`config.mk`:
```
export PLATFORM = sky130hd
export DESIGN_NAME = cpu_sequencer
export DESIGN_NICKNAME = d
export VERILOG_FILES = /design/src/rtl/cpu_sequencer.sv
export SDC_FILE = /design/constraint.sdc
export NUM_CORES = 1
export LEC_CHECK = 0
export ABC_CLOCK_PERIOD_IN_PS = 5800
export CORE_ASPECT_RATIO = 0.5
export CORE_MARGIN = 2
export CORE_UTILIZATION = 49
export CTS_CLUSTER_DIAMETER = 150
export DETAILED_ROUTE_END_ITERATION = 10
export GPL_ROUTABILITY_DRIVEN = 0
export PLACE_DENSITY = 0.85
export SLEW_MARGIN = 20
export SYNTH_ARGS = -nofsm -noshare
export SYNTH_HDL_FRONTEND = slang
export SYNTH_SLANG_ARGS = --single-unit
```
`constraint.sdc`:
```
create_clock -name i_clk -period 5.8 [get_ports i_clk]
set_input_delay 1.16 -clock i_clk [delete_from_list [all_inputs] [get_ports i_clk]]
set_output_delay 1.16 -clock i_clk [all_outputs]
set_load 0.1 [all_outputs]
```
`src/rtl/cpu_sequencer.sv`:
```
// cpu_sequencer: multi-cycle fetch/decode/execute/writeback control FSM for the 8-bit quasi CPU.
// Optional feature macro: SEQ_TIMEOUT_EN (bounded FETCH wait with sticky fetch-error flag).
// Ports:
//   i_clk, i_reset                  clock, synchronous active-high reset
//   i_start, i_stop                 run control (start level, stop pulse)
//   o_imem_req, o_imem_addr         instruction fetch request and address (= pc)
//   i_imem_ack, i_imem_data         fetch acknowledge and instruction word
//   o_ir, o_op_code, o_src_addr1,
//   o_src_addr2, o_dest_addr        instruction register and its decode fields
//   o_rf_re, o_alu_en, o_rf_we      phase enables for DECODE / EXECUTE / WRITEBACK
//   o_pc, o_retired                 program counter, saturating retired-instruction count
//   o_busy, o_halted, o_fetch_err   status flags
module cpu_sequencer #(
   parameter int PC_W    = 8,
   parameter int CNT_W   = 16,
   parameter int TIMEOUT = 15
) (
   input  logic             i_clk,
   input  logic             i_reset,
   input  logic             i_start,
   input  logic             i_stop,
   output logic             o_imem_req,
   output logic [PC_W-1:0]  o_imem_addr,
   input  logic             i_imem_ack,
   input  logic [7:0]       i_imem_data,
   output logic [7:0]       o_ir,
   output logic [1:0]       o_op_code,
   output logic [1:0]       o_src_addr1,
   output logic [1:0]       o_src_addr2,
   output logic [1:0]       o_dest_addr,
   output logic             o_rf_re,
   output logic             o_alu_en,
   output logic             o_rf_we,
   output logic [PC_W-1:0]  o_pc,
   output logic [CNT_W-1:0] o_retired,
   output logic             o_busy,
   output logic             o_halted,
   output logic             o_fetch_err
);
   typedef enum logic [2:0] {IDLE, FETCH, DECODE, EXECUTE, WRITEBACK, HALTED} state_t;
   state_t            r_state, w_next;
   logic [PC_W-1:0]   r_pc;
   logic [7:0]        r_ir;
   logic [CNT_W-1:0]  r_retired;
   logic              r_stop, r_imem_req, r_rf_re, r_alu_en, r_rf_we, r_busy, r_halted;
   logic              w_stop;
`ifdef SEQ_TIMEOUT_EN
   localparam int TW = $clog2(TIMEOUT + 1);
   logic [TW-1:0]     r_wait;
   logic              r_fetch_err, w_timeout;
   assign o_fetch_err = r_fetch_err;
`else
   logic              w_unused_timeout;
   assign w_unused_timeout = (TIMEOUT > 0);
   assign o_fetch_err = 1'b0;
`endif
   // a stop arriving in the WRITEBACK cycle itself still ends at this boundary
   assign w_stop = r_stop | i_stop;
   always_comb begin
      w_next = r_state;
`ifdef SEQ_TIMEOUT_EN
      w_timeout = 1'b0;
`endif
      case (r_state)
         IDLE, HALTED: w_next = (i_start && !i_stop) ? FETCH : r_state;
         FETCH: begin
            if (i_imem_ack)
               w_next = (i_imem_data == 8'hFF) ? HALTED : DECODE;
`ifdef SEQ_TIMEOUT_EN
            else if (r_wait == TW'(TIMEOUT - 1)) begin
               w_next    = HALTED;
               w_timeout = 1'b1;
            end
`endif
         end
         DECODE:    w_next = EXECUTE;
         EXECUTE:   w_next = WRITEBACK;
         WRITEBACK: w_next = w_stop ? IDLE : FETCH;
         default:   w_next = IDLE;
      endcase
   end
   // outputs are registered from the next state so they line up with r_state
   always_ff @(posedge i_clk) begin
      if (i_reset) begin
         r_state    <= IDLE;
         r_pc       <= '0;
         r_ir       <= '0;
         r_retired  <= '0;
         r_stop     <= 1'b0;
         r_imem_req <= 1'b0;
         r_rf_re    <= 1'b0;
         r_alu_en   <= 1'b0;
         r_rf_we    <= 1'b0;
         r_busy     <= 1'b0;
         r_halted   <= 1'b0;
`ifdef SEQ_TIMEOUT_EN
         r_wait      <= '0;
         r_fetch_err <= 1'b0;
`endif
      end else begin
         r_state    <= w_next;
         r_imem_req <= (w_next == FETCH);
         r_rf_re    <= (w_next == DECODE);
         r_alu_en   <= (w_next == EXECUTE);
         r_rf_we    <= (w_next == WRITEBACK);
         r_busy     <= (w_next == FETCH) || (w_next == DECODE) || (w_next == EXECUTE) || (w_next == WRITEBACK);
         r_halted   <= (w_next == HALTED);
         if (r_state == FETCH && i_imem_ack) begin
            r_ir <= i_imem_data;
            r_pc <= r_pc + PC_W'(1);
         end
         if (r_state == WRITEBACK && !(&r_retired))
            r_retired <= r_retired + CNT_W'(1);
         if (r_state == WRITEBACK && w_stop)
            r_stop <= 1'b0;
         else if (r_busy && i_stop)
            r_stop <= 1'b1;
`ifdef SEQ_TIMEOUT_EN
         // zero outside FETCH, so every FETCH entry starts counting from 0
         r_wait <= (r_state == FETCH) ? r_wait + TW'(1) : '0;
         if (w_timeout)
            r_fetch_err <= 1'b1;
`endif
      end
   end
   assign o_imem_req  = r_imem_req;
   assign o_imem_addr = r_pc;
   assign o_pc        = r_pc;
   assign o_ir        = r_ir;
   assign o_op_code   = r_ir[7:6];
   assign o_src_addr1 = r_ir[5:4];
   assign o_src_addr2 = r_ir[3:2];
   assign o_dest_addr = r_ir[1:0];
   assign o_rf_re     = r_rf_re;
   assign o_alu_en    = r_alu_en;
   assign o_rf_we     = r_rf_we;
   assign o_retired   = r_retired;
   assign o_busy      = r_busy;
   assign o_halted    = r_halted;
endmodule

```
==> flow_metrics.py <==
metrics = {
    "logic_synthesis": {
        "ys_seq_area_share_pct": 40.7,
        "synthCells": 249,
        "ys_seq_elements": 42,
        "synthArstFlopShare_pct": 0,
        "ys_dominant_reg_cell": "dfxtp_1",
        "synth_enable_flop_cells": 0,
        "synthesis.nets": 264,
        "synth_area_per_cell_sq_um": 8.29,
        "ys.warnings.count": 0,
        "synthDistinctLibCells": 46,
        "synth_area_sq_mm": 0.00206,
    },
    "timing": {
        "finalSetupTns_ns": 0,
        "max_freq_ghz": 0.321,
        "worstMarginPinSlew_ns": 0.983,
        "slew_violations": 0,
        "finClkSkew_ns": 0.00692,
        "relSlewSlack_pct": 34.3,
        "rsz0062_at_grt": "false",
        "setup_viol": 0,
        "final-hold-violation-count": 0,
        "fin_crit_sh_pct": 53.8,
        "fin_crit_ns": 3.12,
    },
    "clock_network": {
        "cts_setup_buffers": 0,
        "cts_buffers": 5,
        "cts.sinks": 42,
        "cts_tree": "built",
        "cts_resized": 0,
        "cts_max_level": 2,
        "cts.path.max_buffers": 2,
        "cts-hold-fix-buffers": 0,
        "clkTransAtPathRegs_ns": 0.08,
        "cts-root-buf": "clkbuf_8",
        "insertion_delay_ns": 0.29,
    },
    "job": {
        "cap_violations": 0,
    },
    "worst_setup_path": {
        "cp-start-kind": "flop",
        "slowest_stage": "clkdlybuf4s50_1",
        "rrSetupSlack_ns": 3.50,
        "critPathMaxFanout": 9,
        "critPathRequiredTime_ns": 4.64,
        "cpPeakStageDelay_ns": 1.19,
        "cp-end-kind": "output pin",
        "critPathTopFamily": "buffers and inverters",
        "cp_num_buf_inv": 1,
        "critPathKind": "reg -> out",
        "crit_arrival_ns": 1.96,
        "path_cells": "clkdlybuf4s50_1",
    },
    "global_route": {
        "grt_pass1_wl_um": 8090,
        "grt_max_degree": 48,
        "antenna_found_initial": 0,
        "grt_overflow_total": 0,
        "track_usage_pct": 21.4,
        "grt_pass1_vias": 1823,
    },
    "final_layout": {
        "regArea_sq_um": 841,
        "fin_nets": 311,
        "layout_common_cells": "66 x clkdlybuf4s50_1, 42 x dfxtp_1, 27 x nand2_1, 25 x a21oi_1, 15 x nor2_1",
        "antennaDiodeCount": 0,
        "final_cells": 350,
        "layout_commonest_cell": "clkdlybuf4s50_1",
        "drive_above_1_share_pct": 6.42,
        "areaGrowthSynthToFinish_pct": 33.3,
        "fill_cells": 327,
        "fin_util_pct": 69.4,
        "multiInputGateArea_sq_mm": 0.00103,
    },
    "floorplan": {
        "rows": 16,
        "core-area_sq_mm": 0.00396,
        "io_pins": 68,
        "die_area_sq_mm": 0.00478,
        "die_h_um": 49.9,
        "initial_core_util_pct": 52.1,
        "die_w_um": 95.8,
    },
    "detailed_routing": {
        "drt-total-wl_um": 4800,
        "ant_nets": 0,
        "dr.pass1.iters": 4,
        "wl_per_cell_um": 13.7,
        "post_drt_via_cell_ratio": 5.61,
        "drc": 0,
        "first_iter_violations": 71,
        "vias": 1964,
    },
    "place": {
        "place_inst": 343,
        "hpwl_um": 3400,
        "port_buffers": 66,
    },
    "run_status": {
        "status": "completed",
    },
    "power": {
        "p_leak_uw": 0.000911,
        "power.ir.vdd_worst_mv": 0.143,
        "powerDensity_mw_per_mm2": 233,
        "power_uw": 642,
    },
    "hold_path": {
        "hold_class": "reg -> reg",
    },
}
## area by class of cell
type,count,area share (%)
well taps,54,2.45
multi-input cells,174,37.5
flip-flops and latches,42,30.5
clock buffers,6,3.00
clock inverters,1,1.09
repair buffers,69,24.8
inverters,4,0.545
## flip-flops by register name, summed over array words and instances, names as in the netlist
name / cells
o_retired: 16
r_state: 3
o_rf_we: 1
o_imem_addr: 8
o_ir: 8
o_busy: 1
o_halted: 1
r_stop: 1
o_rf_re: 1
o_imem_req: 1
o_alu_en: 1
## cell families after synthesis
kind of cell / Yosys count / share of synthesized area [%]
other: 1 / 0.182
AOI/OAI and AO/OA: 52 / 15.3
and+or+nand+nor: 110 / 28.9
muxes: 3 / 1.64
xor gates and xnor gates: 6 / 2.55
buffers and inverters: 33 / 9.51
DFF: 42 / 40.7
adders and majority gates: 2 / 1.21
## cells in the mapped netlist (5+ instances only)
master	count	area [sq um]
nor2_1	15	56.3
nand2_1	27	101
clkbuf_1	10	37.5
dfxtp_1	42	841
buf_4	17	128
nand4_1	10	62.6
or3_1	5	31.3
nand3_1	9	45.0
nor3_1	10	50.1
o21ai_0	7	35.0
a21oi_1	25	125
## path summary, 6_finish.rpt
| path | endpoint | start | cells after the start |
|---|---|---|---|
| setup / recovery | o_retired[3] | o_retired[3]$_SDFFE_PP0P_ | 1 |
| hold / removal | o_ir[3]$_SDFFE_PP0P_ | o_ir[3]$_SDFFE_PP0P_ | 2 |
| setup reg to reg | o_retired[11]$_SDFFE_PP0P_ | r_state[2]$_SDFF_PP0_ | 4 |
| hold reg to reg | o_ir[3]$_SDFFE_PP0P_ | o_ir[3]$_SDFFE_PP0P_ | 2 |
## metal layers
metal  global-route usage (%)  vias to the layer above  share of wire [%]
met5                        0                        -                  0
met4                     8.57                        0                1.3
met3                     6.42                        7                4.7
met2                     34.5                       61                 49
met1                     26.8                      919                 45
li1                         -                      977                  -
## power by group
| part | switching (uW) | internal, uW | total (uW) |
|---|---|---|---|
| Sequential | 5.84 | 294 | 300 |
| Clock | 98.7 | 138 | 237 |
| Combinational | 77.0 | 28.5 | 106 |
| Total | 182 | 461 | 642 |
## through the flow
stage / instance area (sq um) / worst slack [ns] / hold slack (ns)
finish: 2750 / 2.68 / 0.478
global route: 2750 / 2.60 / 0.498
CTS: 2750 / 2.68 / 0.479
detailed placement: 2640 / 2.51 / 0.465
global placement: 2640 / 2.66 / 0.462
floorplan: 2060 / 3.13 / 0.484
Note: power is estimated with default switching activity, not from simulation.
==> RTL change, RTL diff (same settings) <==
Reset style: asynchronous (`i_reset`), changed in one clocked block. Comments in the files are not updated.
--- a/src/rtl/cpu_sequencer.sv
+++ b/src/rtl/cpu_sequencer.sv
@@ -81,5 +81,5 @@
    end
    // outputs are registered from the next state so they line up with r_state
-   always_ff @(posedge i_clk) begin
+   always_ff @(posedge i_clk or posedge i_reset) begin
       if (i_reset) begin
          r_state    <= IDLE;
Behaviour: differs if i_reset is asserted again (counterexample within 4 cycles, from zero or initial values and one cycle with i_reset high); with i_reset held inactive, the same outputs for 10 cycles.
==> RTL change against the original RTL <==
  * Worst setup slack lost 0.0069 ns
  * Clock skew is essentially flat
  * Critical endpoint is now o_imem_addr[2]
  * Largest cell class is now flip-flops and latches
  * Final area shrank 0.82%
  * Routed wire length shrank 11%
  * Non-clock buffer count shrank 2
  * Area after synthesis shrank 1.3%
  * Sequential cell count is the same
Power is not shown: default switching activity piles up to over one toggle a cycle in this logic, so the estimate is an artifact.
==> RTL change: results (changes against the original RTL) <==
outcome: "completed"
synth_seq_area_share_pct: 51.6  # +11 points
viasPerCell: 5.22  # -6.9%
drtIter0Drc: 58  # -18%
drive_gt1_share_pct: 10.2  # +3.8 points
min_from: "o_retired[7]$_DFFE_PP0P_"
placed_area_um2: 2640  # -0.14%
dp_hpwl_um: 3090  # -9.0%
met2_usage_pct: 32.5  # -2.0 points
synth_common_cells: "42 x dfrtp_1, 17 x buf_4, 16 x nor2_1"
fin_nets: 258  # -17%
grt_pass1_vias: 1510  # -17%
r2r-end: "o_retired[13]$_DFFE_PP0P_"
use_met1_pct: 25.7  # -1.0 points
place_ws_ns: 2.46  # -0.0502 ns
synth_flop_cell: "dfrtp_1"
whs_ns: 0.500  # +0.0217 ns
synthArstFlopShare_pct: 100  # +100 points
nFillCells: 293  # -10%
reg2reg_slack_ns: 3.52  # +0.02 ns
synth_cell_types: 37  # -20%
r2r-start: "r_state[2]$_DFF_PP0_"
dr.pass1.iters: 6  # +2
critPathMaxFanout: 7  # -2
globalRouteMet3Util_pct: 4.74  # -1.7 points
holdPathEnd: "o_retired[7]$_DFFE_PP0P_"
syn_nets: 207  # -22%
-- RTL change: cells by family after synthesis --
logic type               synth area share, %
AO/OA/AOI/OAI                           7.18
XOR/XNOR                                6.88
adder cells (fa/ha/maj)                 1.23
buffers and inverters                   8.78
flip-flops                              51.6
multiplexers                            6.63
other                                  0.184
AND/OR/NAND/NOR                         17.6
-- RTL change: worst max path at each step --
stage                                from                    endpoint  slack [ns]  cells past startpoint
3_5_place_dp                   i_imem_ack  o_imem_addr[5]$_DFFE_PP0P_        2.46                      5
3_3_place_gp                   i_imem_ack  o_imem_addr[5]$_DFFE_PP0P_        2.60                      5
6_report       o_imem_addr[2]$_DFFE_PP0P_              o_imem_addr[2]        2.67                      1
5_1_grt                        i_imem_ack  o_imem_addr[5]$_DFFE_PP0P_        2.60                      5
2_1_floorplan  o_imem_addr[2]$_DFFE_PP0P_                     o_pc[2]        3.23                      1
4_1_cts        o_imem_addr[2]$_DFFE_PP0P_              o_imem_addr[2]        2.66                      1
-- RTL change: per-stage QoR --
step	util, %	instances
2_1_floorplan	-	192
3_3_place_gp	66.8	290
3_5_place_dp	66.8	290
4_1_cts	69.2	298
5_1_grt	69.2	298
6_report	69.2	298
-- RTL change: layout make-up --
type                    instances  share of cell area (%)
clock inverters                 3                   0.917
clock buffers                   5                    2.52
inverters                       7                   0.962
flip-flops and latches         42                    38.5
multi-input cells             120                    30.2
repair buffers                 67                    24.5
well taps                      54                    2.47
-- RTL change: routing by layer --
layer | wire [um] | share of wire (%) | up-vias
met2 | 2080 | 48 | 49
met4 | 27 | 0.63 | 0
met5 | 0 | 0 | -
met3 | 206 | 4.8 | 2
met1 | 1970 | 46 | 751
li1 | - | - | 754
